### src/rtl/param_ram.sv
// Parameterised RAM with dipswitch programming (debounced write button, optional
// auto-increment address) and a bus-driven run mode with a memory address register.
module param_ram #(
    parameter int DATA_W  = 8,
    parameter int ADDR_W  = 4,
    parameter int DEB_CYC = 4
) (
    input  logic              clk,
    input  logic              clr,
    input  logic              prog_mode,
    input  logic              auto_inc,
    input  logic [ADDR_W-1:0] dip_addr,
    input  logic [DATA_W-1:0] dip_data,
    input  logic              write_btn,
    input  logic [DATA_W-1:0] bus_in,
    input  logic              load_mar_n,
    input  logic              ram_in,
    input  logic              ram_out_n,
    output logic [DATA_W-1:0] bus_out,
    output logic              bus_oe,
    output logic [ADDR_W-1:0] mar_q,
    output logic [ADDR_W-1:0] prog_addr,
    output logic              prog_busy
);

    localparam int DEPTH = 1 << ADDR_W;
    localparam int CNT_W = (DEB_CYC > 1) ? $clog2(DEB_CYC) : 1;
    localparam logic [CNT_W-1:0] CNT_LAST = CNT_W'(DEB_CYC - 1);

    typedef enum logic [1:0] {IDLE, DEBOUNCE, WRITE, RELEASE} state_t;

    state_t            state, next_state;
    logic [CNT_W-1:0]  cnt, next_cnt;
    logic              sync1, sync2;
    logic              fsm_we;
    logic              wr_en;
    logic [ADDR_W-1:0] dip_rev;
    logic [ADDR_W-1:0] prog_src;
    logic [ADDR_W-1:0] wr_addr;
    logic [ADDR_W-1:0] rd_addr;
    logic [DATA_W-1:0] wr_data;
    logic [DATA_W-1:0] mem [DEPTH];

    always_ff @(posedge clk) begin
        if (clr) begin
            sync1 <= 1'b0;
            sync2 <= 1'b0;
        end else begin
            sync1 <= write_btn;
            sync2 <= sync1;
        end
    end

    always_ff @(posedge clk) begin
        if (clr) begin
            state <= IDLE;
            cnt   <= '0;
        end else begin
            state <= next_state;
            cnt   <= next_cnt;
        end
    end

    // Switching to run mode aborts any button sequence without writing.
    always_comb begin
        next_state = state;
        next_cnt   = cnt;
        fsm_we     = 1'b0;
        case (state)
            IDLE: begin
                if (sync2 && !prog_mode) begin
                    next_state = DEBOUNCE;
                    next_cnt   = '0;
                end
            end
            DEBOUNCE: begin
                if (prog_mode || !sync2) begin
                    next_state = IDLE;
                    next_cnt   = '0;
                end else if (cnt == CNT_LAST) begin
                    next_state = WRITE;
                end else begin
                    next_cnt = cnt + CNT_W'(1);
                end
            end
            WRITE: begin
                next_cnt = '0;
                if (prog_mode) begin
                    next_state = IDLE;
                end else begin
                    fsm_we     = 1'b1;
                    next_state = RELEASE;
                end
            end
            RELEASE: begin
                if (prog_mode) begin
                    next_state = IDLE;
                    next_cnt   = '0;
                end else if (sync2) begin
                    next_cnt = '0;
                end else if (cnt == CNT_LAST) begin
                    next_state = IDLE;
                    next_cnt   = '0;
                end else begin
                    next_cnt = cnt + CNT_W'(1);
                end
            end
            default: begin
                next_state = IDLE;
                next_cnt   = '0;
            end
        endcase
    end

    // The dipswitch bank is wired MSB-first, so its address bits arrive reversed.
    always_comb begin
        dip_rev = '0;
        for (int i = 0; i < ADDR_W; i++) begin
            dip_rev[i] = dip_addr[ADDR_W-1-i];
        end
    end

    assign prog_src = auto_inc ? prog_addr : dip_rev;
    assign wr_en    = !clr && (prog_mode ? ram_in : fsm_we);
    assign wr_addr  = prog_mode ? mar_q : prog_src;
    assign wr_data  = prog_mode ? bus_in : dip_data;
    assign rd_addr  = prog_mode ? mar_q : prog_src;

    always_ff @(posedge clk) begin
        if (clr) begin
            mar_q     <= '0;
            prog_addr <= '0;
        end else begin
            if (prog_mode && !load_mar_n) begin
                mar_q <= bus_in[ADDR_W-1:0];
            end
            if (fsm_we && auto_inc) begin
                prog_addr <= prog_addr + ADDR_W'(1);
            end
        end
    end

    // Memory contents deliberately survive clr.
    always_ff @(posedge clk) begin
        if (wr_en) begin
            mem[wr_addr] <= wr_data;
        end
    end

    assign bus_out   = ram_out_n ? '0 : mem[rd_addr];
    assign bus_oe    = ~ram_out_n;
    assign prog_busy = (state != IDLE);

endmodule

### config.mk
export PLATFORM = sky130hd
export DESIGN_NAME = param_ram
export DESIGN_NICKNAME = d
export VERILOG_FILES = /design/src/rtl/param_ram.sv
export SDC_FILE = /design/constraint.sdc
export NUM_CORES = 1
export LEC_CHECK = 0
export CAP_MARGIN = 20
export CORE_MARGIN = 2
export CORE_UTILIZATION = 55
export DETAILED_ROUTE_END_ITERATION = 8
export PLACE_DENSITY = 0.82
export RECOVER_POWER = 100
export SYNTH_ARGS = -nofsm -noshare
export SYNTH_HDL_FRONTEND = slang
export SYNTH_SLANG_ARGS = --single-unit
### constraint.sdc
create_clock -name clk -period 4 [get_ports clk]
set_input_delay 1 -clock clk [delete_from_list [all_inputs] [get_ports clk]]
set_output_delay 1 -clock clk [all_outputs]
set_load 0.03 [all_outputs]
### Word level (Yosys, flattened, before mapping)

Memories as Yosys holds them, arrays and structs flattened.
Cells that the tools add are included.

| operators by class | value |
|---|---|
| equal/unequal tests | 9 |
| bitwise operators | 1 |
| add/subtract/negate cells | 2 |
| mux-type cells | 24 |
| reduce and logical (&&, ||, !) cells | 13 |

Operators with widths:

| cell | number |
|---|---|
| 2-bit two-way mux | 13 |
| 8-bit two-way mux | 2 |
| 2-bit case mux with 4 select lines | 2 |
| 3-bit != test, second input constant | 4 |
| 4-bit two-way mux | 2 |
| 2-bit equality test, second input constant | 3 |
| 1-bit two-way mux | 5 |
| 4-bit by 1-bit adder with 4-bit output, second input constant | 1 |
| 1-bit logical AND | 4 |
| 1-bit zero test | 4 |
| 4-bit AND reduction | 1 |
| 2-bit by 1-bit adder with 2-bit output, second input constant | 1 |
| 2-bit by 1-bit equality test with 1-bit output, second input constant | 1 |
| 2-bit zero test | 1 |
| 2-bit != test, second input constant | 1 |
| 2-bit AND reduction | 1 |
| 2-bit nonzero test | 1 |
| 1-bit logical OR | 1 |
| 1-bit inverter | 1 |

| word-level totals | value |
|---|---|
| output and inout port bits | 18 |
| logic and storage cells | 56 |
| input bits | 28 |
| register bits | 14 |
| bits in writable memories | 128 |
| memories | 1 |

Memory list:

| memory | depth | bits a word | read ports | clocked after Yosys merged registers in | write ports | RTL line | RTL |
|---|---|---|---|---|---|---|---|
| mem | 16 | 8 | 1 | 0 | 1 | 42 | `logic [DATA_W-1:0] mem [DEPTH];` |

### Depth between registers and ports, before layout

Gate-level depths: netlist of run 1.

| depth | value |
|---|---|
| depth after elaboration | 6 |
| mapped depth | 8 |
| gate-level depth less buffers | 5 |

### Worst setup path after synthesis of run 1

No wires, ideal clock.

| timing | value |
|---|---|
| kind | input -> output |
| start | input port auto_inc |
| end | output port bus_out[5] |
| setup slack | 0.301 ns |
| cell stages on the path | 7 |
| buffers on the path | 2 |
| required time | 3.000 ns |
| arrival | 2.699 ns |
| cell sequence | buf_6 > mux2i_4 > o21ai_4 > buf_6 > mux2_1 > o211a_1 > a211o_1 |

| between the ends | value |
|---|---|
| cells in the longest elaborated chain, start to end | 4 |

Ends and longest elaborated chain:

| element | RTL line | RTL |
|---|---|---|
| start, declared | 11 | `input logic auto_inc,` |
| 4-bit two-way mux | 123 | `assign prog_src = auto_inc ? prog_addr : dip_rev;` |
| 4-bit two-way mux | 127 | `assign rd_addr = prog_mode ? mar_q : prog_src;` |
| memory read 16 x 8 bit | n/a |  |
| 8-bit two-way mux | 150 | `assign bus_out = ram_out_n ? '0 : mem[rd_addr];` |
| end, declared | 19 | `output logic [DATA_W-1:0] bus_out,` |

Every way passes these cells.

### Worst setup path after layout of run 1

| timing | value |
|---|---|
| start | input port dip_addr[1] |
| end | output port bus_out[6] |

| between the ends | value |
|---|---|
| cells in the longest elaborated chain, start to end | 4 |

Ends and longest elaborated chain:

| element | RTL line | RTL |
|---|---|---|
| start, declared | 12 | `input logic [ADDR_W-1:0] dip_addr,` |
| 4-bit two-way mux | 123 |  |
| 4-bit two-way mux | 127 |  |
| memory read 16 x 8 bit | n/a |  |
| 8-bit two-way mux | 150 |  |

Every way passes these cells.

==> flow_summary_export.csv, run 1 <==
group,metric,value,unit
yosys,synth.distinct_cells,37,
finish,antenna_cells,0,
critical_path,worstPathRequired,3000,ps
clock_network,clk_pin_slew_worst_paths,60,ps
critical_path,r2r-start,"state[1]",
finish,drive_above_1_share,18.2,%
critical_path,crit_path_end,"bus_out[6]",
drt,drc,0,
grt,overflow,0,
finish,fin_util,68.3,%
placed_design,placed_area,7190,um^2
yosys,synth_edf_count,128,
sta,tightest_slew,802,ps
sta,drv_slew,0,
clock_network,clk_latency,420,ps
clock_network,cts_inserted_buffers,17,
critical_path,endpoint_kind,"output pin",
critical_path,reg2reg_slack,1670,ps
critical_path,slowest_stage,"clkdlybuf4s50_1",
floorplan,ios,46,
grt,use_met1,33.4,%
power_and_ir_drop,power_density,432,nW/um^2
critical_path,worstSetupPathType,"input pin to output pin",
placed_design,port_buffers,45,
grt,grt_max_degree,21,
finish,area_delta_synth_final,22.0,%
yosys,synth_nets,489,
drt,vias,4279,
critical_path,critical_path.max_stage_delay,470,ps
grt,met2_usage,40.5,%
clock_network,cts_sinks,142,
grt,grt_pass1_wl,23.8,mm
sta,hold_ws,442,ps
yosys,synth_top_flop_cell,"edfxtp_1",
worst_hold_path,hold_class,"flip-flop to flip-flop",
sta,setup-tns-final,0,ps
sta,skew,6.52,ps
placed_design,dpl_worst_slack,-424,ps
critical_path,r2r_end,"mem[3][0]",
sta,finalHoldViolCount,0,
floorplan,initial_utilization,55.9,%
grt,grt.total_usage,25.5,%
floorplan,coreArea,11400,um^2
drt,detail_route.wl_per_cell,22.1,um
floorplan,die_area,12400,um^2
sta,period_needed,3970,ps
floorplan,die_h,112,um
clock_network,root_buffer,"clkbuf_16",
yosys,ys_ff_latch,142,
finish,nNetsFinal,568,
drt,drt_iter0_drc,511,
floorplan,die_w,112,um
yosys,synth_seq_area_share,64.9,%
sta,rsz0062_at_grt,"no",
finish,mostFrequentLayoutCells,"128 x edfxtp_1, 56 x o211ai_1, 41 x inv_1",
grt,antenna_found_initial,0,
power_and_ir_drop,peakVddDrop,299,uV
drt,firstDrtPassIters,5,
critical_path,worst_r2r_path_depth,5,
floorplan,fp-row-count,39,
placed_design,gp_congestion,0.859,
drt,ant_nets,0,
sta,setup_viol,0,
yosys,synthesis.area,6360,um^2
grt,use_met3,5.61,%
flow_run,timing.max_cap.violations,0,
finish,fin_area,7760,um^2
critical_path,crit_path_frequent_cell,"buf_4",
power_and_ir_drop,leakage,2.92,nW
sta,relSlewSlack,46.6,%
finish,layout_commonest_cell,"edfxtp_1",
clock_network,cts_setup_buffers,0,
critical_path,worstSetupStartpoint,"dip_addr[1]",
yosys,syn_inst,459,
critical_path,critPathMaxFanout,10,
critical_path,critPathLaunchType,"input pin",
yosys,async_flop_share,0,%
grt,grt_pass1_vias,4343,
finish,n_fill_cell,783,
yosys,avgSynthCellArea,13.9,um^2
yosys,synth_warnings,0,
run_status,outcome,"finished clean",
sta,setup_slack,34.7,ps
clock_network,ctsHtreeMaxLevel,4,
placed_design,dpl.hpwl,10.4,mm
sta,post-route-period-util,99.1,%
critical_path,worstPathCellList,"clkdlybuf4s50_1, mux2i_1, clkbuf_4, o21ai_2, nand2_1, buf_4, a2111oi_0, a211o_1, buf_4",
grt,grt_busiest_layer,"met2",
drt,routed_wl,15.3,mm
sta,fmax,252,MHz
critical_path,cp.arrival,2970,ps
clock_network,ctsHoldBuffers,0,
drt,viasPerCell,6.17,
clock_network,clk_path_buf_depth,2,
clock_network,tritoncts,"yes",
-- worst min-delay path by stage --
stage | to | depth (start not counted) | slack (ps) | startpoint
floorplan | sync2 | 1 | 410 | sync1
global placement | sync2 | 1 | 430 | sync1
detailed placement | sync2 | 1 | 430 | sync1
CTS | sync2 | 1 | 450 | sync1
global route | sync2 | 1 | 450 | sync1
finish | sync2 | 1 | 440 | sync1
-- cell usage after synthesis, types with 2 or more instances --
cell type    n  share of area (%)
buf_2        6               0.47
o211a_1     24                3.8
a21o_1       9                1.1
edfxtp_1   128                 60
o2111ai_1    8                1.1
xor2_1       3               0.41
ha_1         2               0.39
nor2_1      29                1.7
buf_6        6                1.1
mux2i_1     27                4.3
a2111oi_0   16                2.2
o21a_1       4               0.47
nor2b_1      3               0.30
o21ai_2      2               0.28
o211ai_1    56                6.6
mux2_2       8                1.4
dfxtp_1     14                4.4
clkbuf_1    23                1.4
nand2_1     18                1.1
mux2_1       8                1.4
a211o_1      9                1.2
inv_1       41                2.4
-- sequential cells by signal, summed over array words and instances (netlist names) --
name and count:
mem 128, mar_q 4, prog_addr 4, cnt 2, state 2, sync1 1
sync2 1
-- per-layer routing --
| layer | wire [um] | vias up | share of wire [%] |
|---|---|---|---|
| li1 | - | 1946 | - |
| met1 | 6310 | 2108 | 41 |
| met2 | 7220 | 183 | 47 |
| met3 | 1150 | 42 | 7.5 |
| met4 | 631 | 0 | 4.1 |
| met5 | 0 | - | 0 |
-- report_power, final --
| part | internal [mW] | switching (mW) |
|---|---|---|
| Clock | 0.785 | 0.599 |
| Sequential | 1.64 | 0.00408 |
| Combinational | 0.128 | 0.202 |
-- final cells by class --
| type | instances | area (um^2) | share of cell area [%] |
|---|---|---|---|
| clock buffer | 17 | 425 | 5.48 |
| clock inverter | 14 | 97.6 | 1.26 |
| inverter | 41 | 154 | 1.98 |
| multi-input combinational | 241 | 1980 | 25.6 |
| sequential | 142 | 4120 | 53.1 |
| tap | 143 | 179 | 2.31 |
| timing repair buffer | 95 | 796 | 10.3 |
-- metrics by stage --
| step | cells | total power, mW |
|---|---|---|
| 2_1_floorplan | 459 | 1.85 |
| 3_3_place_gp | 662 | 1.98 |
| 3_5_place_dp | 662 | 1.99 |
| 4_1_cts | 693 | 3.38 |
| 5_1_grt | 693 | 3.45 |
| 6_report | 693 | 3.36 |
-- worst max-delay path, delay by kind of cell --
kind	cells	cell delay [ps]
compound gates	3	780
buf+inv	4	990
mux	1	90
simple gates	1	90
-- cells by family (layout without fill, tap and decap cells) --
group / Yosys count / in the layout / share of synthesized area, %
flip-flops: 142 / 142 / 64.9
AO/OA/AOI/OAI: 133 / 133 / 17.4
buffers and inverters: 76 / 167 / 5.31
AND/OR/NAND/NOR: 58 / 58 / 4.09
multiplexers: 44 / 44 / 7.44
XOR/XNOR: 4 / 4 / 0.551
adder cells (fa/ha/maj): 2 / 2 / 0.393
-- timing repair --
action | CTS | global route
pin swaps | 1 | 3
resized for setup | 28 | 6
setup endpoints to repair | 8 | 8
Note: power is estimated with default switching activity, not from simulation.
==> run 2: changes to the inputs <==
--- a/config.mk
+++ b/config.mk
@@ -5,6 +5,7 @@
 export SDC_FILE = /design/constraint.sdc
 export NUM_CORES = 1
 export LEC_CHECK = 0
+export ABC_AREA = 1
 export CAP_MARGIN = 20
 export CORE_MARGIN = 2
 export CORE_UTILIZATION = 55
==> flow_summary_export.csv, run 2 <==
group,metric,value,unit
floorplan,die_h,114,um
yosys,yosysTopAreaCell,"edfxtp_1",
power_and_ir_drop,peakVddDrop,275,uV
finish,layout_commonest_cell,"nand2_1",
yosys,synth.distinct_cells,30,
drt,ant_nets,0,
critical_path,critical_path.max_stage_delay,500,ps
critical_path,r2r_end,"mem[12][3]",
critical_path,slowest_stage,"clkdlybuf4s50_1",
sta,tightest_slew,778,ps
power_and_ir_drop,p_sw,0.853,mW
power_and_ir_drop,internal_power,2.68,mW
finish,mostFrequentLayoutCells,"282 x nand2_1, 128 x edfxtp_1, 105 x inv_1",
grt,use_met1,31.5,%
flow_run,timing.max_cap.violations,0,
yosys,synthesis.area,6600,um^2
finish,fin_util,67.5,%
floorplan,coreArea,11600,um^2
sta,skew,5.85,ps
floorplan,die_w,114,um
clock_network,clk_pin_slew_worst_paths,50,ps
clock_network,clk_path_buf_depth,2,
critical_path,worst_r2r_path_depth,5,
power_and_ir_drop,clkPwrFrac,40.8,%
drt,firstDrtPassIters,5,
grt,met2_usage,41.7,%
placed_design,port_buffers,45,
run_status,outcome,"finished clean",
grt,use_met3,5.26,%
yosys,synth_seq_area_share,62.5,%
critical_path,cp_top_family,"buffers and inverters",
clock_network,clk_latency,420,ps
yosys,ys_ff_latch,142,
power_and_ir_drop,leakage,3.49,nW
sta,relSlewSlack,48.0,%
grt,grt_pass1_wl,24.0,mm
finish,area_delta_synth_final,18.4,%
yosys,async_flop_share,0,%
grt,grt_busiest_layer,"met2",
power_and_ir_drop,switching_share,24.2,%
power_and_ir_drop,power_density,452,nW/um^2
yosys,yosysMostFrequentCell,"nand2_1",
critical_path,r2r-start,"state[0]",
drt,drt_iter0_drc,530,
grt,grt_pass1_vias,4842,
finish,largest_register_ffs,128,
yosys,synth_nets,750,
grt,grt.total_usage,24.7,%
grt,grt_max_degree,46,
finish,antenna_cells,0,
power_and_ir_drop,total_power,3.53,mW
grt,antenna_found_initial,0,
finish,nNetsFinal,816,
drt,drc,0,
yosys,synth_edf_count,128,
worst_hold_path,holdPathEnd,"sync2",
drt,viasPerCell,5.36,
drt,detail_route.wl_per_cell,16.1,um
sta,finalHoldViolCount,0,
floorplan,initial_utilization,57.0,%
clock_network,ctsHtreeMaxLevel,4,
yosys,syn_inst,720,
critical_path,cp.arrival,2900,ps
floorplan,fp-row-count,39,
floorplan,die_area,12900,um^2
sta,fmax,256,MHz
clock_network,cts_inserted_buffers,17,
critical_path,critPathMaxFanout,9,
drt,vias,5041,
critical_path,reg2reg_slack,1770,ps
clock_network,cts_sinks,142,
critical_path,path_buf_inv,5,
power_and_ir_drop,p_comb_share,12.2,%
sta,post-route-period-util,97.5,%
critical_path,crit_path_frequent_cell,"nand2_1",
clock_network,root_buffer,"clkbuf_16",
yosys,synth_commonest_cells,"282 x nand2_1, 128 x edfxtp_1, 106 x inv_1, 40 x nand3_1, 33 x nor2_1",
yosys,synth_area_leaders,"edfxtp_1 58%, nand2_1 16%, inv_1 6.0%, dfxtp_1 4.2%, nand3_1 3.0%",
sta,setup_viol,0,
placed_design,dpl.hpwl,10.0,mm
worst_hold_path,hold_class,"flip-flop to flip-flop",
critical_path,critPathLaunchType,"input pin",
yosys,synth_top_flop_cell,"edfxtp_1",
grt,overflow,0,
worst_hold_path,holdCritStartpoint,"sync1",
critical_path,worstPathRequired,3000,ps
clock_network,cts_setup_buffers,0,
yosys,avgSynthCellArea,9.16,um^2
yosys,synth_top_area_share,58.3,%
finish,drive_above_1_share,8.03,%
critical_path,endpoint_kind,"output pin",
critical_path,worstPathCellList,"clkdlybuf4s50_1, inv_4, o211ai_1, o21ai_2, inv_2, nand2_1, inv_2, nand2_1, nand2_1, nor2_1, buf_4",
critical_path,worstSetupPathType,"input pin to output pin",
floorplan,ios,46,
clock_network,tritoncts,"yes",
worst_hold_path,hold_depth,2,
finish,top_regs,"mem (128), mar_q (4), prog_addr (4)",
sta,period_needed,3900,ps
power_and_ir_drop,p_seq_share,47.0,%
sta,drv_slew,0,
drt,routed_wl,15.2,mm
placed_design,gp_congestion,0.871,
yosys,synth_warnings,0,
finish,top_register,"mem",
[run 2: cell types whose count changed after synthesis, moves of 13 or more]
cell and delta:
nand3b_1 +16, nand3_1 +40, clkbuf_1 -20, o211ai_1 -54, inv_1 +65, mux2i_1 -27, a2111oi_0 -16, o21ai_0 +13
o21ai_1 +23, o211a_1 -23, nand2_1 +264
[run 2: repair_timing]
action                     4_1_cts  5_1_grt
setup endpoints to repair        0        8
gates resized for setup          0        7
hold buffers                     0        0
hold endpoints to repair         0        0
[run 2: kinds of logic (layout without fill, tap and decap cells)]
group | after synthesis | after routing | synth area share (%)
adders and majority gates | 2 | 2 | 0.379
buffers and inverters | 140 | 217 | 8.50
DFF | 142 | 142 | 62.5
AOI/OAI and AO/OA | 54 | 54 | 4.50
and+or+nand+nor | 382 | 382 | 24.1
[run 2: through the flow]
| step | cell area, um^2 | TNS (ps) | worst slack [ps] | instances | hold WS [ps] |
|---|---|---|---|---|---|
| after floorplan | 6600 | 0 | 656 | 720 | 388 |
| after global placement | 7320 | 0 | 90.9 | 910 | 398 |
| after detailed placement | 7320 | 0 | 14.4 | 910 | 409 |
| after CTS | 7850 | 0 | 12.5 | 940 | 418 |
| after global routing | 7810 | -45.8 | -24.0 | 940 | 436 |
| final | 7810 | 0 | 98.8 | 940 | 418 |
[run 2: area by class of cell]
type	count	area [um^2]
fill	854	3750
clock inverter	12	104
sequential	142	4120
tap	143	179
timing repair buffer	72	611
clock buffer	18	429
multi-input combinational	438	1930
inverter	115	434
[run 2: routing by layer]
layer  up-vias  part of all wire, %  routed length (um)
li1       2428                    -                   -
met1      2389                   42                6410
met2       196                   49                7470
met3        28                  6.6                 995
met4         0                  1.8                 278
met5         -                    0                   0
[run 2: worst max-delay path by stage]
stage            endpoint  cells past startpoint  slack (ps)       from
3_5_place_dp   bus_out[6]                     13          10   auto_inc
3_3_place_gp   bus_out[5]                     10          90  prog_mode
4_1_cts        bus_out[6]                     13          10   auto_inc
5_1_grt        bus_out[6]                     11         -20  prog_mode
2_1_floorplan  bus_out[3]                     13         660   auto_inc
6_report       bus_out[6]                     11         100  prog_mode
[run 2: power by group through the flow]
stage                     Clock, mW  Sequential, mW  Combinational, mW
after global routing           1.52            1.66              0.472
final                          1.44            1.66              0.431
after detailed placement          0            1.69              0.428
after global placement            0            1.69              0.416
after CTS                      1.46            1.66              0.430
after floorplan                   0            1.69              0.261
[run 2: worst reg2reg max path, cell delays in order, from the launching register on]
cell,delay (ps)
dfxtp_1,320
inv_1,70
nand3_1,180
a21oi_1,400
nand3_1,250
nor2_1,650
==> run 3: changes to the inputs <==
--- a/config.mk
+++ b/config.mk
@@ -10,8 +10,10 @@
 export CORE_MARGIN = 2
 export CORE_UTILIZATION = 55
 export DETAILED_ROUTE_END_ITERATION = 8
+export GPL_ROUTABILITY_DRIVEN = 0
 export PLACE_DENSITY = 0.82
 export RECOVER_POWER = 100
+export SKIP_CTS_REPAIR_TIMING = 1
 export SYNTH_ARGS = -nofsm -noshare
 export SYNTH_HDL_FRONTEND = slang
 export SYNTH_SLANG_ARGS = --single-unit
==> flow_summary_export.csv, run 3 (synthesized netlist as in run 2, its figures left out) <==
group,metric,value,unit
sta,skew,10.4,ps
sta,setup-tns-final,0,ps
finish,nNetsFinal,815,
grt,grt_pass1_wl,24.2,mm
clock_network,root_buffer,"clkbuf_16",
clock_network,cts_inserted_buffers,17,
finish,top_register,"mem",
drt,detail_route.wl_per_cell,16.5,um
grt,antenna_found_initial,0,
placed_design,dpl.hpwl,10.2,mm
sta,setup_slack,150,ps
drt,drc,0,
drt,vias,5015,
drt,firstDrtPassIters,5,
finish,multiInputGateArea,1930,um^2
grt,grt_pass1_vias,4915,
grt,grt_max_degree,35,
clock_network,ctsHtreeMaxLevel,4,
drt,routed_wl,15.5,mm
worst_hold_path,hold_class,"flip-flop to flip-flop",
clock_network,cts_sinks,142,
drt,ant_nets,0,
finish,mostFrequentLayoutCells,"282 x nand2_1, 128 x edfxtp_1, 106 x inv_1",
grt,grt.total_usage,25.2,%
floorplan,die_w,114,um
floorplan,coreArea,11600,um^2
critical_path,worstPathRequired,3000,ps
clock_network,clk_latency,420,ps
floorplan,fp-row-count,39,
placed_design,port_buffers,45,
critical_path,critPathMaxFanout,26,
run_status,outcome,"finished clean",
critical_path,endpoint_kind,"output pin",
worst_hold_path,holdCritStartpoint,"sync1",
finish,drive_above_1_share,8.66,%
sta,rsz0062_at_grt,"no",
sta,fmax,260,MHz
placed_design,dpl_worst_slack,74.9,ps
power_and_ir_drop,peakVddDrop,382,uV
finish,antenna_cells,0,
clock_network,clk_path_buf_depth,2,
sta,drv_slew,0,
sta,hold_ws,421,ps
power_and_ir_drop,leakage,3.52,nW
finish,regArea,4120,um^2
floorplan,ios,46,
clock_network,clk_pin_slew_worst_paths,60,ps
critical_path,critPathLaunchType,"input pin",
power_and_ir_drop,power_density,476,nW/um^2
finish,area_delta_synth_final,20.3,%
finish,layout_commonest_cell,"nand2_1",
critical_path,worstSetupPathType,"input pin to output pin",
sta,relSlewSlack,46.6,%
critical_path,cp.arrival,2850,ps
floorplan,die_h,114,um
sta,period_needed,3850,ps
clock_network,tritoncts,"yes",
floorplan,die_area,12900,um^2
grt,overflow,0,
flow_run,timing.max_cap.violations,0,
critical_path,r2r-start,"state[0]",
sta,post-route-period-util,96.2,%
sta,finalHoldViolCount,0,
critical_path,worstSetupStartpoint,"auto_inc",
drt,viasPerCell,5.34,
sta,setup_viol,0,
sta,tightest_slew,799,ps
finish,top_regs,"mem (128), mar_q (4), prog_addr (4)",
floorplan,initial_utilization,57.0,%
finish,n_fill_cell,880,
drt,drt_iter0_drc,522,
finish,largest_register_ffs,128,
[run 3: cell types whose count changed in the layout (fill, tap and decap cells not counted), sizes merged]
| cell | delta |
|---|---|
| buf | +1 |
| bufinv | +3 |
| dlymetal6s2s | -1 |
| clkinv | -7 |
| clkinvlp | +3 |
| clkbuf | +1 |
[run 3: metal layers]
metal	up-vias	part of all wire (%)	track usage [%]
li1	2426	-	-
met1	2309	42	32.4
met2	243	48	40.1
met3	37	8.0	7.86
met4	0	2.6	9.92
met5	-	0	0
[run 3: area by class of cell]
class                   count  share of cell area (%)
clock buffers              20                    5.50
clock inverters            11                    2.41
inverters                 115                    5.47
multi-input cells         438                    24.4
flip-flops and latches    142                    52.0
well taps                 143                    2.25
repair buffers             71                    8.02
[run 3: where the power goes]
group	total, mW	switching [mW]	leakage (nW)	internal [mW]
sequential	1.66	0.0112	1.27	1.65
combinational	0.439	0.294	1.95	0.145
clock	1.68	0.579	0.296	1.10
[run 3: path summary, 6_finish.rpt]
check,to,slack [ps],depth (start not counted)
max reg2reg,mem[6][2],1710,6
max,bus_out[6],150,13
min reg2reg,sync2,420,2
min,sync2,420,2
[run 3: worst max-delay path, stage by stage]
cell	delay [ps]
clkdlybuf4s50_1	520
nand2_1	130
nand3_4	150
nand2_8	130
buf_12	190
nand2_1	60
o21ai_1	60
nand2_1	90
nand2_1	60
nand2_1	70
nand2_1	60
nor2_1	140
buf_4	180
[run 3: metrics by stage]
stage | utilization, % | total power [mW] | std cells | area [um^2]
final | 68.6 | 3.78 | 940 | 7940
after CTS | 68.7 | 3.78 | 939 | 7950
after floorplan | - | 1.96 | 720 | 6600
after detailed placement | 63.3 | 2.12 | 908 | 7320
after global placement | 63.3 | 2.10 | 908 | 7320
after global routing | 68.6 | 3.90 | 940 | 7940
